## src/rtl/segway_auth_pkg.sv

```systemverilog
// Shared types and default constants for the Segway power-up authorisation front end.
package segway_auth_pkg;

    typedef enum logic [1:0] {OFF, PWR1, PWR2} auth_state_t;
    typedef enum logic [1:0] {IDLE, START, DATA, STOP} rx_state_t;

    localparam int         DEF_BAUD_DIV = 2604;   // 50 MHz / 19200 baud
    localparam logic [7:0] DEF_CMD_GO   = 8'h47;  // 'G'
    localparam logic [7:0] DEF_CMD_STOP = 8'h53;  // 'S'

endpackage

```

## src/rtl/uart_rx_core.sv

```systemverilog
// 8N1 UART receiver: 2-flop synchroniser, falling-edge start detect, mid-bit sampling.
//
// Output handshake: rx_rdy is a single-cycle valid strobe with no ready/back-pressure;
// rx_data is valid on and after the rx_rdy cycle and holds until the next good byte.
// frame_err is a single-cycle strobe for a byte whose stop bit was low; that byte is
// dropped and rx_data keeps its previous value.
module uart_rx_core
    import segway_auth_pkg::*;
#(
    parameter int BAUD_DIV = DEF_BAUD_DIV
) (
    input  logic       clk,
    input  logic       rst,
    input  logic       RX,
    output logic       rx_rdy,
    output logic [7:0] rx_data,
    output logic       frame_err
);

    localparam logic [15:0] HALF_LOAD = 16'(BAUD_DIV / 2 - 1);
    localparam logic [15:0] FULL_LOAD = 16'(BAUD_DIV - 1);

    logic        rx_s1;
    logic        rx_s2;
    logic        rx_prev;
    logic [1:0]  fill;
    rx_state_t   state;
    logic [15:0] baud_cnt;
    logic [3:0]  bit_cnt;
    logic [7:0]  shift;

    // Synchronise RX; rx_prev only follows real line data once the reset value of the
    // synchroniser has been flushed, so a line held low at reset release never looks
    // like a falling edge.
    always_ff @(posedge clk or posedge rst) begin
        if (rst) begin
            rx_s1   <= 1'b1;
            rx_s2   <= 1'b1;
            rx_prev <= 1'b0;
            fill    <= 2'd0;
        end else begin
            rx_s1   <= RX;
            rx_s2   <= rx_s1;
            if (fill != 2'd2)
                fill <= fill + 2'd1;
            rx_prev <= (fill == 2'd2) ? rx_s2 : 1'b0;
        end
    end

    // Receiver FSM: start qualify at half bit, then one sample per bit period.
    always_ff @(posedge clk or posedge rst) begin
        if (rst) begin
            state     <= IDLE;
            baud_cnt  <= 16'd0;
            bit_cnt   <= 4'd0;
            shift     <= 8'h00;
            rx_data   <= 8'h00;
            rx_rdy    <= 1'b0;
            frame_err <= 1'b0;
        end else begin
            rx_rdy    <= 1'b0;
            frame_err <= 1'b0;
            case (state)
                IDLE: begin
                    if (rx_prev && !rx_s2) begin
                        state    <= START;
                        baud_cnt <= HALF_LOAD;
                        bit_cnt  <= 4'd0;
                    end
                end
                START: begin
                    if (baud_cnt != 16'd0) begin
                        baud_cnt <= baud_cnt - 16'd1;
                    end else if (rx_s2) begin
                        state <= IDLE;  // glitch, not a real start bit
                    end else begin
                        state    <= DATA;
                        baud_cnt <= FULL_LOAD;
                    end
                end
                DATA: begin
                    if (baud_cnt != 16'd0) begin
                        baud_cnt <= baud_cnt - 16'd1;
                    end else begin
                        shift    <= {rx_s2, shift[7:1]};
                        bit_cnt  <= bit_cnt + 4'd1;
                        baud_cnt <= FULL_LOAD;
                        if (bit_cnt == 4'd7)
                            state <= STOP;
                    end
                end
                STOP: begin
                    if (baud_cnt != 16'd0) begin
                        baud_cnt <= baud_cnt - 16'd1;
                    end else begin
                        if (rx_s2) begin
                            rx_data <= shift;
                            rx_rdy  <= 1'b1;
                        end else begin
                            frame_err <= 1'b1;
                        end
                        state <= IDLE;
                    end
                end
                default: state <= IDLE;
            endcase
        end
    end

endmodule

```

## src/rtl/auth_cmd_rx.sv

```systemverilog
// Segway power-up authorisation: UART 'G'/'S' commands combined with rider_off.
module auth_cmd_rx
    import segway_auth_pkg::*;
#(
    parameter int         BAUD_DIV = DEF_BAUD_DIV,
    parameter logic [7:0] CMD_GO   = DEF_CMD_GO,
    parameter logic [7:0] CMD_STOP = DEF_CMD_STOP
) (
    input  logic       clk,
    input  logic       rst,
    input  logic       RX,
    input  logic       rider_off,
    output logic       pwr_up,
    output logic       rx_rdy,
    output logic [7:0] rx_data,
    output logic       frame_err
);

    auth_state_t state;

    uart_rx_core #(
        .BAUD_DIV (BAUD_DIV)
    ) u_rx (
        .clk       (clk),
        .rst       (rst),
        .RX        (RX),
        .rx_rdy    (rx_rdy),
        .rx_data   (rx_data),
        .frame_err (frame_err)
    );

    // Auth FSM; pwr_up is registered alongside the state and always equals (state != OFF).
    // In PWR1 the rider may step off while rolling, so only an 'S' can leave it.
    always_ff @(posedge clk or posedge rst) begin
        if (rst) begin
            state  <= OFF;
            pwr_up <= 1'b0;
        end else begin
            case (state)
                OFF: begin
                    if (rx_rdy && rx_data == CMD_GO) begin
                        state  <= PWR1;
                        pwr_up <= 1'b1;
                    end
                end
                PWR1: begin
                    if (rx_rdy && rx_data == CMD_STOP) begin
                        if (rider_off) begin
                            state  <= OFF;
                            pwr_up <= 1'b0;
                        end else begin
                            state <= PWR2;
                        end
                    end
                end
                PWR2: begin
                    if (rider_off) begin
                        state  <= OFF;
                        pwr_up <= 1'b0;
                    end else if (rx_rdy && rx_data == CMD_GO) begin
                        state <= PWR1;
                    end
                end
                default: begin
                    state  <= OFF;
                    pwr_up <= 1'b0;
                end
            endcase
        end
    end

endmodule

```

## config.mk

```make
export PLATFORM = sky130hd
export DESIGN_NAME = auth_cmd_rx
export DESIGN_NICKNAME = d
export VERILOG_FILES = /design/src/rtl/segway_auth_pkg.sv /design/src/rtl/uart_rx_core.sv /design/src/rtl/auth_cmd_rx.sv
export SDC_FILE = /design/constraint.sdc
export NUM_CORES = 1
export LEC_CHECK = 0
export BUFFER_PORTS_ARGS = -buffer_cell sky130_fd_sc_hd__buf_2
export CAP_MARGIN = 10
export CORE_MARGIN = 1
export CORE_UTILIZATION = 54
export DETAILED_ROUTE_END_ITERATION = 16
export GPL_TIMING_DRIVEN = 1
export PLACE_DENSITY = 0.74
export SETUP_SLACK_MARGIN = 0.15
export SYNTH_ARGS = -nofsm -noshare
export SYNTH_HDL_FRONTEND = slang
export SYNTH_SLANG_ARGS = --single-unit
```

## constraint.sdc

```tcl
create_clock -name clk -period 1.9 [get_ports clk]
set_input_delay 0.38 -clock clk [delete_from_list [all_inputs] [get_ports clk]]
set_output_delay 0.38 -clock clk [all_outputs]
set_load 0.005 [all_outputs]
```

# == After elaboration in Yosys (flattened, before gate mapping) ==
# Index checks and enable logic that the tools add are counted.
# Widths: inputs -> output; s select.
# classes
muxes,32
n_bitwise,1
eq_ne,19
reduce_logical,14
n_addsub,3
# op_table
cell,n
$mux 16,5
$pmux 16 s4,1
$mux 2,10
$eq 8x7->1 const B,2
$reduce_bool 16->1,1
$sub 16x1->16 const B,1
$ne 2x2->1 const B,6
$mux 1,10
$reduce_and 3->1,3
$eq 2x2->1 const B,4
$mux 4,2
$pmux 2 s4,1
$pmux 4 s2,1
$ne 2x1->1 const B,3
$pmux 2 s3,1
$reduce_and 5->1,1
$add 4x1->4 const B,1
$eq 2x1->1 const B,2
$eq 4x3->1 const B,1
$logic_not 2->1,2
$reduce_and 2->1,2
$logic_and 1x1->1,3
$ne 3x3->1 const B,1
$pmux 1 s3,1
4 further kinds,4
# word_totals
register_bits,48
out_inout_bits,11
inputBits,4
wordCells,82

# == Longest topological paths before layout ==
# Gate-level depths: netlist of the first run.
# depth
word_depth,5
mapped_depth,8
depth_no_buf,7

# == Cells and area by module ==
# A second synthesis of the first run with hierarchy kept.
# hier_totals
cells_unflattened,250
area_unflattened_um2,2651.3
# by_module_without_submodules
mod,seq_area_each_um2,cells_each,n_inst,area_each_um2
uart_rx_core,1128.6,223,1,2386.0
auth_cmd_rx,75.1,27,1,265.3

# == Worst setup path before layout of the first run ==
# Ideal clock, no wire load.
# synth_path
kind,flip-flop to flip-flop
startpoint,register u_rx.baud_cnt[0]
endpoint,register u_rx.rx_data[0]
required_time_ps,1772
path_stages_with_launch,8
path_buffers,1
arrival_time_ps,1934
synth_period_minus_slack_ps,2062
setup_ps,128
slack_ps,-162
cell_sequence,dfrtp_1 inv_1 ha_1 or3b_2 nor4_4 buf_6 nand3_4 mux2_1
# synth_between
elab_chain_len,3
# synth_lines
item,line_no,text
from (decl),uart_rx_core.sv:28,logic [15:0] baud_cnt;
from (signal assigned),uart_rx_core.sv:73,baud_cnt <= baud_cnt - 16'd1;
from (signal assigned),uart_rx_core.sv:83,baud_cnt <= baud_cnt - 16'd1;
from (signal assigned),uart_rx_core.sv:94,baud_cnt <= baud_cnt - 16'd1;
$reduce_bool 16->1,uart_rx_core.sv:93,if (baud_cnt != 16'd0) begin
$not 1->1 (no line),n/a,
$reduce_and 3->1 (no line),n/a,
to (signal assigned),uart_rx_core.sv:97,rx_data <= shift;
to (decl),uart_rx_core.sv:16,"output logic [7:0] rx_data,"
# No other way between the ends.
# A chain may end at the register's enable or synchronous reset.

# == Final worst setup path of the first run ==
# layout_path
startpoint,register u_rx.baud_cnt[1]
endpoint,register u_rx.bit_cnt[3]
# layout_between
elab_chain_len,3
# layout_lines
item,line_no,text
$reduce_bool 16->1,uart_rx_core.sv:82,if (baud_cnt != 16'd0) begin
$ne 2x2->1 (no line),n/a,
$reduce_and 3->1 (no line),n/a,
to (signal assigned),uart_rx_core.sv:86,bit_cnt <= bit_cnt + 4'd1;
to (decl),uart_rx_core.sv:29,logic [3:0] bit_cnt;
# No other way between the ends.

==> reports/results.tsv, run 1 <==
stage	metric	value	unit
final_layout	share of cells above drive strength 1	46.0	%
yosys	Primary FF master, synth	dfrtp_1	
setup_path	worst reg2reg setup slack	-250	ps
final_layout	diode count	0	
die	die area	0.00502	sq mm
timing	Final Setup Violations	38	
timing	Max-slew headroom	69.4	%
setup_path	slowest library cell on the worst path	dfrtp_1	
timing	Final Hold Viols	0	
setup_path	Reg2Reg Depth	8	
yosys	Area contributors post-synth	dfrtp_1 45%, mux2_2 6.6%, ha_1 5.9%	
yosys	post-synth top area share	44.9	%
yosys	largest area contributor in the synthesized netlist	dfrtp_1	
setup_path	CP peak stage delay	410	ps
final_layout	synthesis-to-layout area growth	38.6	%
routing	Post-DRT Antenna Nets	0	
clock_tree	Clock Latency Late Sink	300	ps
setup_path	r2r startpoint	u_rx.baud_cnt[1]	
setup_path	Worst R2R End	u_rx.bit_cnt[3]	
power	Pleak	1.72	nW
grt	initial antenna violation count	0	
job	Max Cap Viol	0	
timing	max-slew violation count	0	
setup_path	Crit path arrival time	2340	ps
hold_path	worst hold path type	input port to asynchronous set/reset pin	
die	Die Ht	70.9	um
clock_tree	CTS tree	built	
place	Final GP Congestion	0.890	
clock_tree	Clock Path Buffers	2	
yosys	Mapped Avg Cell Area	10.5	sq um
yosys	syn_nets	261	
routing	average vias per placed instance	6.21	
setup_path	CP Capture Type	flop	
setup_path	Critical Path RT	2100	ps
setup_path	CP startpoint kind	flop	
power	Peak supply drop	1060	uV
die	Site Rows	24	
yosys	Post-synth EDFFs	0	
clock_tree	total clock sinks	48	
final_layout	non-filler cells, final	374	
routing	DRT iter0 DRCs	183	
timing	Final TNS setup	-5410	ps
yosys	Ys Warns	0	
die	DIE WIDTH	70.9	um
timing	Tcrit/Tclk final	113	%
grt	first-pass GRT wire length	10700	um
place	DP HPWL	4220	um
yosys	Gate Count Post-Synth	245	
status	failing checks	negative setup slack	
grt	largest net degree at the start of global routing	49	
routing	total number of vias	2324	
die	Starting Density	57.6	%
timing	worst-margin pin slew	454	ps
timing	Min Clock Period, post-route	2150	ps
power	Power Dens Cells	1540	mW/mm^2
grt	GRT Residual Overflow	0	
routing	Routed WL	7020	um
grt	vias in the first global route	2281	
timing	RSZ-0062 raised after global routing	true	
die	I/O Pins	15	
setup_path	CP delay by family, top	simple AND/OR/NAND/NOR gates	
place	post-placement cell count	356	
setup_path	Buf+Inv Stages, Crit Path	2	
clock_tree	cts bufs inserted	5	
routing	# DRC	0	
routing	routed len/inst	18.8	um
die	Floorplan Core Area	0.00444	sq mm
setup_path	CP Class	flop to flop	
yosys	Post-Synthesis Cell Area	0.00256	sq mm
yosys	synthesis-stage register bit count	48	
setup_path	CP max FO	6	
routing	1st-pass router iterations	10	
grt	GRT Total Usage	27.6	%
clock_tree	clk slew on worst S/H paths	90	ps
setup_path	CP cell instances	inv_2 > ha_4 > or3b_4 > nor4_4 > buf_6 > nand4_1 > mux2_2 > a22o_1	
yosys	asr flop ratio synth	100	%
place	input/output buffers	14	
timing	Max Fclk	466	MHz
timing	min setup slack post-route	-248	ps
status	outcome	finished, violations left	
timing	clk_skew	2.09	ps
clock_tree	root buf cell	clkbuf_8	
yosys	post-synthesis sequential area ratio	47.0	%
final_layout	Total Nets Final	337	
clock_tree	hold_buf cts	0	
clock_tree	H-Tree Depth	2	
yosys	Netlist cell types	53	
-- Yosys cell counts (all sizes together), types with 4 or more instances --
| cell | n |
|---|---|
| mux2 | 16 |
| o21ai | 13 |
| nor3 | 6 |
| inv | 14 |
| nor2 | 15 |
| ha | 12 |
| a21oi | 23 |
| nand4 | 5 |
| dfrtp | 46 |
| mux2i | 5 |
| a21o | 7 |
| a31oi | 6 |
| nor4 | 5 |
| or3 | 4 |
| nand2 | 16 |
| nand3 | 5 |
-- stage by stage --
| step | worst slack (ps) | utilization (%) | hold WS (ps) | power [mW] | cell area, sq um |
|---|---|---|---|---|---|
| finish | -248 | 79.9 | 97.1 | 5.48 | 3550 |
| global route | -289 | 79.9 | 123 | 5.76 | 3550 |
| CTS | -201 | 77.2 | 108 | 5.11 | 3430 |
| detailed placement | -194 | 69.6 | 351 | 3.84 | 3090 |
| global placement | -153 | 69.6 | 347 | 3.79 | 3090 |
| floorplan | -139 | - | 345 | 2.73 | 2590 |
-- placed cells by master, fill, tap and decap left out, types with 3 or more instances in the layout --
cell,Yosys,routed
buf_6,1,7
inv_2,0,3
o31ai_1,3,3
a21oi_1,22,11
nor3_1,6,4
o21ai_0,11,6
buf_4,0,51
a31oi_1,6,6
dfrtp_1,46,46
inv_1,14,11
or3_1,4,3
ha_1,12,10
o22a_1,3,3
or4_4,2,3
nand2_1,15,14
nor4_4,1,3
nand3_1,4,3
clkbuf_8,0,5
buf_2,1,14
a22o_1,3,3
nand4_1,5,5
a21o_1,7,6
o21ai_1,2,5
mux2_2,15,14
a21oi_2,1,11
mux2i_1,5,5
nor2_1,15,13
-- metal layers --
metal / global-route usage [%] / vias to the layer above / wire length (um)
met1: 34.2 / 1175 / 2900
met4: 12.0 / 0 / 206
met5: 0 / - / 0
li1: - / 1054 / -
met2: 46.8 / 77 / 3530
met3: 5.84 / 18 / 375
-- cell families (layout without fill, tap and decap cells) --
| kind of cell | Yosys count | in the layout | synth area share (%) |
|---|---|---|---|
| mux | 21 | 21 | 8.99 |
| xor+xnor | 1 | 1 | 0.342 |
| fa+ha+maj | 12 | 12 | 5.86 |
| compound gates | 70 | 70 | 17.7 |
| flops | 48 | 48 | 47.0 |
| simple gates | 74 | 74 | 17.0 |
| buf+inv | 19 | 96 | 3.13 |
-- power breakdown --
group / total, mW / switching, mW / internal (mW)
registers: 1.30 / 0.110 / 1.19
clock network: 0.890 / 0.360 / 0.530
logic: 3.29 / 1.74 / 1.55
total: 5.48 / 2.21 / 3.27
-- worst max path at each step --
stage,slack (ps),cells after the start,from,to
after detailed placement,-190,8,u_rx.baud_cnt[1],u_rx.bit_cnt[3]
after global routing,-290,8,u_rx.baud_cnt[1],u_rx.bit_cnt[3]
after CTS,-200,8,u_rx.baud_cnt[1],u_rx.bit_cnt[3]
final,-250,8,u_rx.baud_cnt[1],u_rx.bit_cnt[3]
after floorplan,-140,7,u_rx.baud_cnt[0],u_rx.rx_data[0]
after global placement,-150,8,u_rx.baud_cnt[1],u_rx.bit_cnt[3]
-- sequential cells by signal (all words and copies together) (netlist names), named ones only --
register,flops
u_rx.baud_cnt,16
u_rx.rx_data,8
u_rx.shift,8
u_rx.bit_cnt,4
state,2
u_rx.fill,2
pwr_up,1
u_rx.frame_err,1
u_rx.rx_prev,1
u_rx.rx_rdy,1
u_rx.rx_s1,1
u_rx.rx_s2,1
u_rx.state,1
-- cell type report --
class / count / area (sq um)
flip-flops and latches: 48 / 1200
well taps: 52 / 65.1
clock buffers: 5 / 68.8
fillers: 243 / 893
clock inverters: 3 / 68.8
multi-input cells: 178 / 1520
repair buffers: 74 / 572
inverters: 14 / 52.6
-- worst register-to-register path, cell delays in order (launching register included) --
cell and delay [ps]:
dfrtp_1 410, inv_2 90, ha_4 130, or3b_4 380, nor4_4 280, buf_6 170
nand4_1 100, mux2_2 300, a22o_1 180
-- what timing repair did --
item                                    4_1_cts  5_1_grt
pin swaps                                    13       11
hold endpoints to repair                      0        0
cloned                                        0        0
buffers inserted                              5        5
endpoints found under the setup margin       41       41
gates resized for setup                      36       21
(Power assumes the default switching activity.)
==> inputs of run 2 (changes only) <==
--- a/config.mk
+++ b/config.mk
@@ -5,7 +5,7 @@
 export SDC_FILE = /design/constraint.sdc
 export NUM_CORES = 1
 export LEC_CHECK = 0
-export BUFFER_PORTS_ARGS = -buffer_cell sky130_fd_sc_hd__buf_2
+export BUFFER_PORTS_ARGS = -buffer_cell sky130_fd_sc_hd__buf_4
 export CAP_MARGIN = 10
 export CORE_MARGIN = 1
 export CORE_UTILIZATION = 54
==> run 2 against run 1 <==
- non-clock buffer count stayed put
- sequential power about the same
- die area is the same
- worst hold slack got worse by 46 ps
- first-iteration DRC count is 22% lower
- the run still ends with negative setup slack left
- power rose by 1.4%
- cell count increased by 0.27%
- routed wire length is 0.90% higher
- design area increased by 1.8%
- flip-flop and latch count is the same
==> reports/results.tsv, run 2 (synthesis gave the netlist of run 1 again) <==
stage	metric	value	unit	change
place	DP HPWL	4430	um	was 4220 um
clock_tree	Clock Path Buffers	2		unchanged
final_layout	most common cell after layout, fill and taps aside	buf_4		unchanged
setup_path	CP max FO	6		unchanged
final_layout	max reg flops	16		unchanged
die	Starting Density	57.6	%	unchanged
setup_path	CP Capture Type	flop		unchanged
status	failing checks	negative setup slack		unchanged
final_layout	final instance area	0.00361	sq mm	was 0.00355 sq mm
final_layout	Layout Utilization	81.3	%	was 79.9%
timing	clk_skew	7.15	ps	was 2.09 ps
timing	Final Hold Viols	0		unchanged
setup_path	CP startpoint kind	flop		unchanged
hold_path	worst hold path type	input port to asynchronous set/reset pin		unchanged
routing	Routed WL	7080	um	was 7020 um
die	Die Ht	70.9	um	unchanged
clock_tree	cts bufs inserted	5		unchanged
final_layout	share of cells above drive strength 1	46.1	%	was 46.0%
clock_tree	total clock sinks	48		unchanged
clock_tree	root buf cell	clkbuf_8		unchanged
routing	# DRC	0		unchanged
die	DIE WIDTH	70.9	um	unchanged
setup_path	worst reg2reg setup slack	-180	ps	was -250 ps
final_layout	Total Nets Final	338		was 337
routing	DRT iter0 DRCs	143		was 183
final_layout	diode count	0		unchanged
timing	Max Fclk	480	MHz	was 466 MHz
grt	largest net degree at the start of global routing	21		was 49
clock_tree	CTS tree	built		unchanged
grt	GRT Residual Overflow	0		unchanged
place	Placed Area	0.00312	sq mm	was 0.00309 sq mm
final_layout	Largest Register	u_rx.baud_cnt		unchanged
die	Site Rows	24		unchanged
status	outcome	finished, violations left		unchanged
timing	Final TNS setup	-3810	ps	was -5410 ps
setup_path	Critical Path RT	2110	ps	was 2100 ps
die	die area	0.00502	sq mm	unchanged
timing	min setup slack post-route	-182	ps	was -248 ps
timing	Tcrit/Tclk final	110	%	was 113%
setup_path	CP Class	flop to flop		unchanged
timing	max-slew violation count	0		unchanged
grt	GRT Total Usage	30.3	%	was 27.6%
die	I/O Pins	15		unchanged
clock_tree	clk slew on worst S/H paths	90	ps	about the same
die	Floorplan Core Area	0.00444	sq mm	unchanged
routing	total number of vias	2325		was 2324
place	input/output buffers	14		unchanged
grt	initial antenna violation count	0		unchanged
timing	Max-slew headroom	63.9	%	was 69.4%
power	Pleak	1.72	nW	about the same
job	Max Cap Viol	0		unchanged
setup_path	Crit path arrival time	2290	ps	was 2340 ps
final_layout	Fill cells	249		was 243
clock_tree	H-Tree Depth	2		unchanged
timing	worst-margin pin slew	537	ps	was 454 ps
power	Peak supply drop	1160	uV	was 1060 uV
routing	Post-DRT Antenna Nets	0		unchanged
grt	first-pass GRT wire length	11600	um	was 10700 um
place	Final GP Congestion	0.923		was 0.890
timing	Min Clock Period, post-route	2080	ps	was 2150 ps
final_layout	Sequential Area	0.00120	sq mm	unchanged
routing	1st-pass router iterations	10		unchanged
routing	average vias per placed instance	6.20		was 6.21
routing	routed len/inst	18.9	um	was 18.8 um
grt	vias in the first global route	2453		was 2281
clock_tree	hold_buf cts	0		unchanged
final_layout	biggest regs	u_rx.baud_cnt: 16 flops, u_rx.rx_data: 8 flops, u_rx.shift: 8 flops		unchanged
timing	Final Setup Violations	33		was 38
final_layout	Multi-input gate area	0.00156	sq mm	was 0.00152 sq mm
power	Tot Pwr	5.56	mW	was 5.48 mW
power	Power Dens Cells	1540	mW/mm^2	about the same
timing	RSZ-0062 raised after global routing	true		unchanged
final_layout	synthesis-to-layout area growth	41.1	%	was 38.6%
clock_tree	Clock Latency Late Sink	310	ps	was 300 ps
final_layout	most frequent cells in the layout	67 x buf_4, 46 x dfrtp_1, 14 x nor2_1, 14 x mux2_2, 13 x nand2_1		was 51 x buf_4, 46 x dfrtp_1, 14 x mux2_2, 14 x nand2_1, 14 x buf_2
[run 2: cell types whose count changed in the layout (fill, tap and decap cells not counted), sizes merged]
cell,previous run,this run
nand2,16,17
[run 2: final timing paths]
check,startpoint,endpoint,depth (start not counted)
min reg2reg,u_rx.rx_s1,u_rx.rx_s2,0
max,u_rx.baud_cnt[0],u_rx.bit_cnt[3],8
max reg2reg,u_rx.baud_cnt[0],u_rx.bit_cnt[3],8
min in group clk,RX,u_rx.rx_s1,1
max in group asynchronous,rst,u_rx.rx_s2,3
min,rst,pwr_up,2
[run 2: area by class of cell]
class,count,area share (%)
clock inverters,3,1.90
clock buffers,5,1.90
multi-input cells,179,43.1
well taps,52,1.80
flip-flops and latches,48,33.3
repair buffers,74,16.6
inverters,14,1.45
[run 2: through the flow]
step                cells  hold WS, ps  setup slack (ps)
CTS                   371         61.0              -181
floorplan             245          345              -139
finish                375         51.2              -182
detailed placement    357          356              -193
global route          375         77.0              -269
global placement      357          347              -158
[run 2: layer usage]
| layer | routed length, um | up-vias | global-route usage (%) |
|---|---|---|---|
| met2 | 3580 | 97 | 50.4 |
| met1 | 2840 | 1140 | 36.8 |
| met5 | 0 | - | 0 |
| li1 | - | 1057 | - |
| met4 | 292 | 0 | 17.8 |
| met3 | 369 | 31 | 5.98 |
[run 2: repair_timing]
action / CTS / global route
setup endpoints to repair: 41 / 41
buffers inserted: 5 / 4
gates cloned: 1 / 0
gates resized for setup: 38 / 20
hold endpoints to repair: 0 / 0
pin swaps: 11 / 9
[run 2: critical path, stage by stage (launching register included)]
cell and delay (ps):
dfrtp_1 400, inv_2 80, ha_4 120, or3b_4 380, nor4_4 280, buf_6 170, nand4_1 90, mux2_2 280
a22o_1 170
[run 2: power breakdown]
part / switching (mW) / internal, mW
Clock: 0.372 / 0.530
Combinational: 1.75 / 1.60
Sequential: 0.120 / 1.19
Total: 2.24 / 3.32
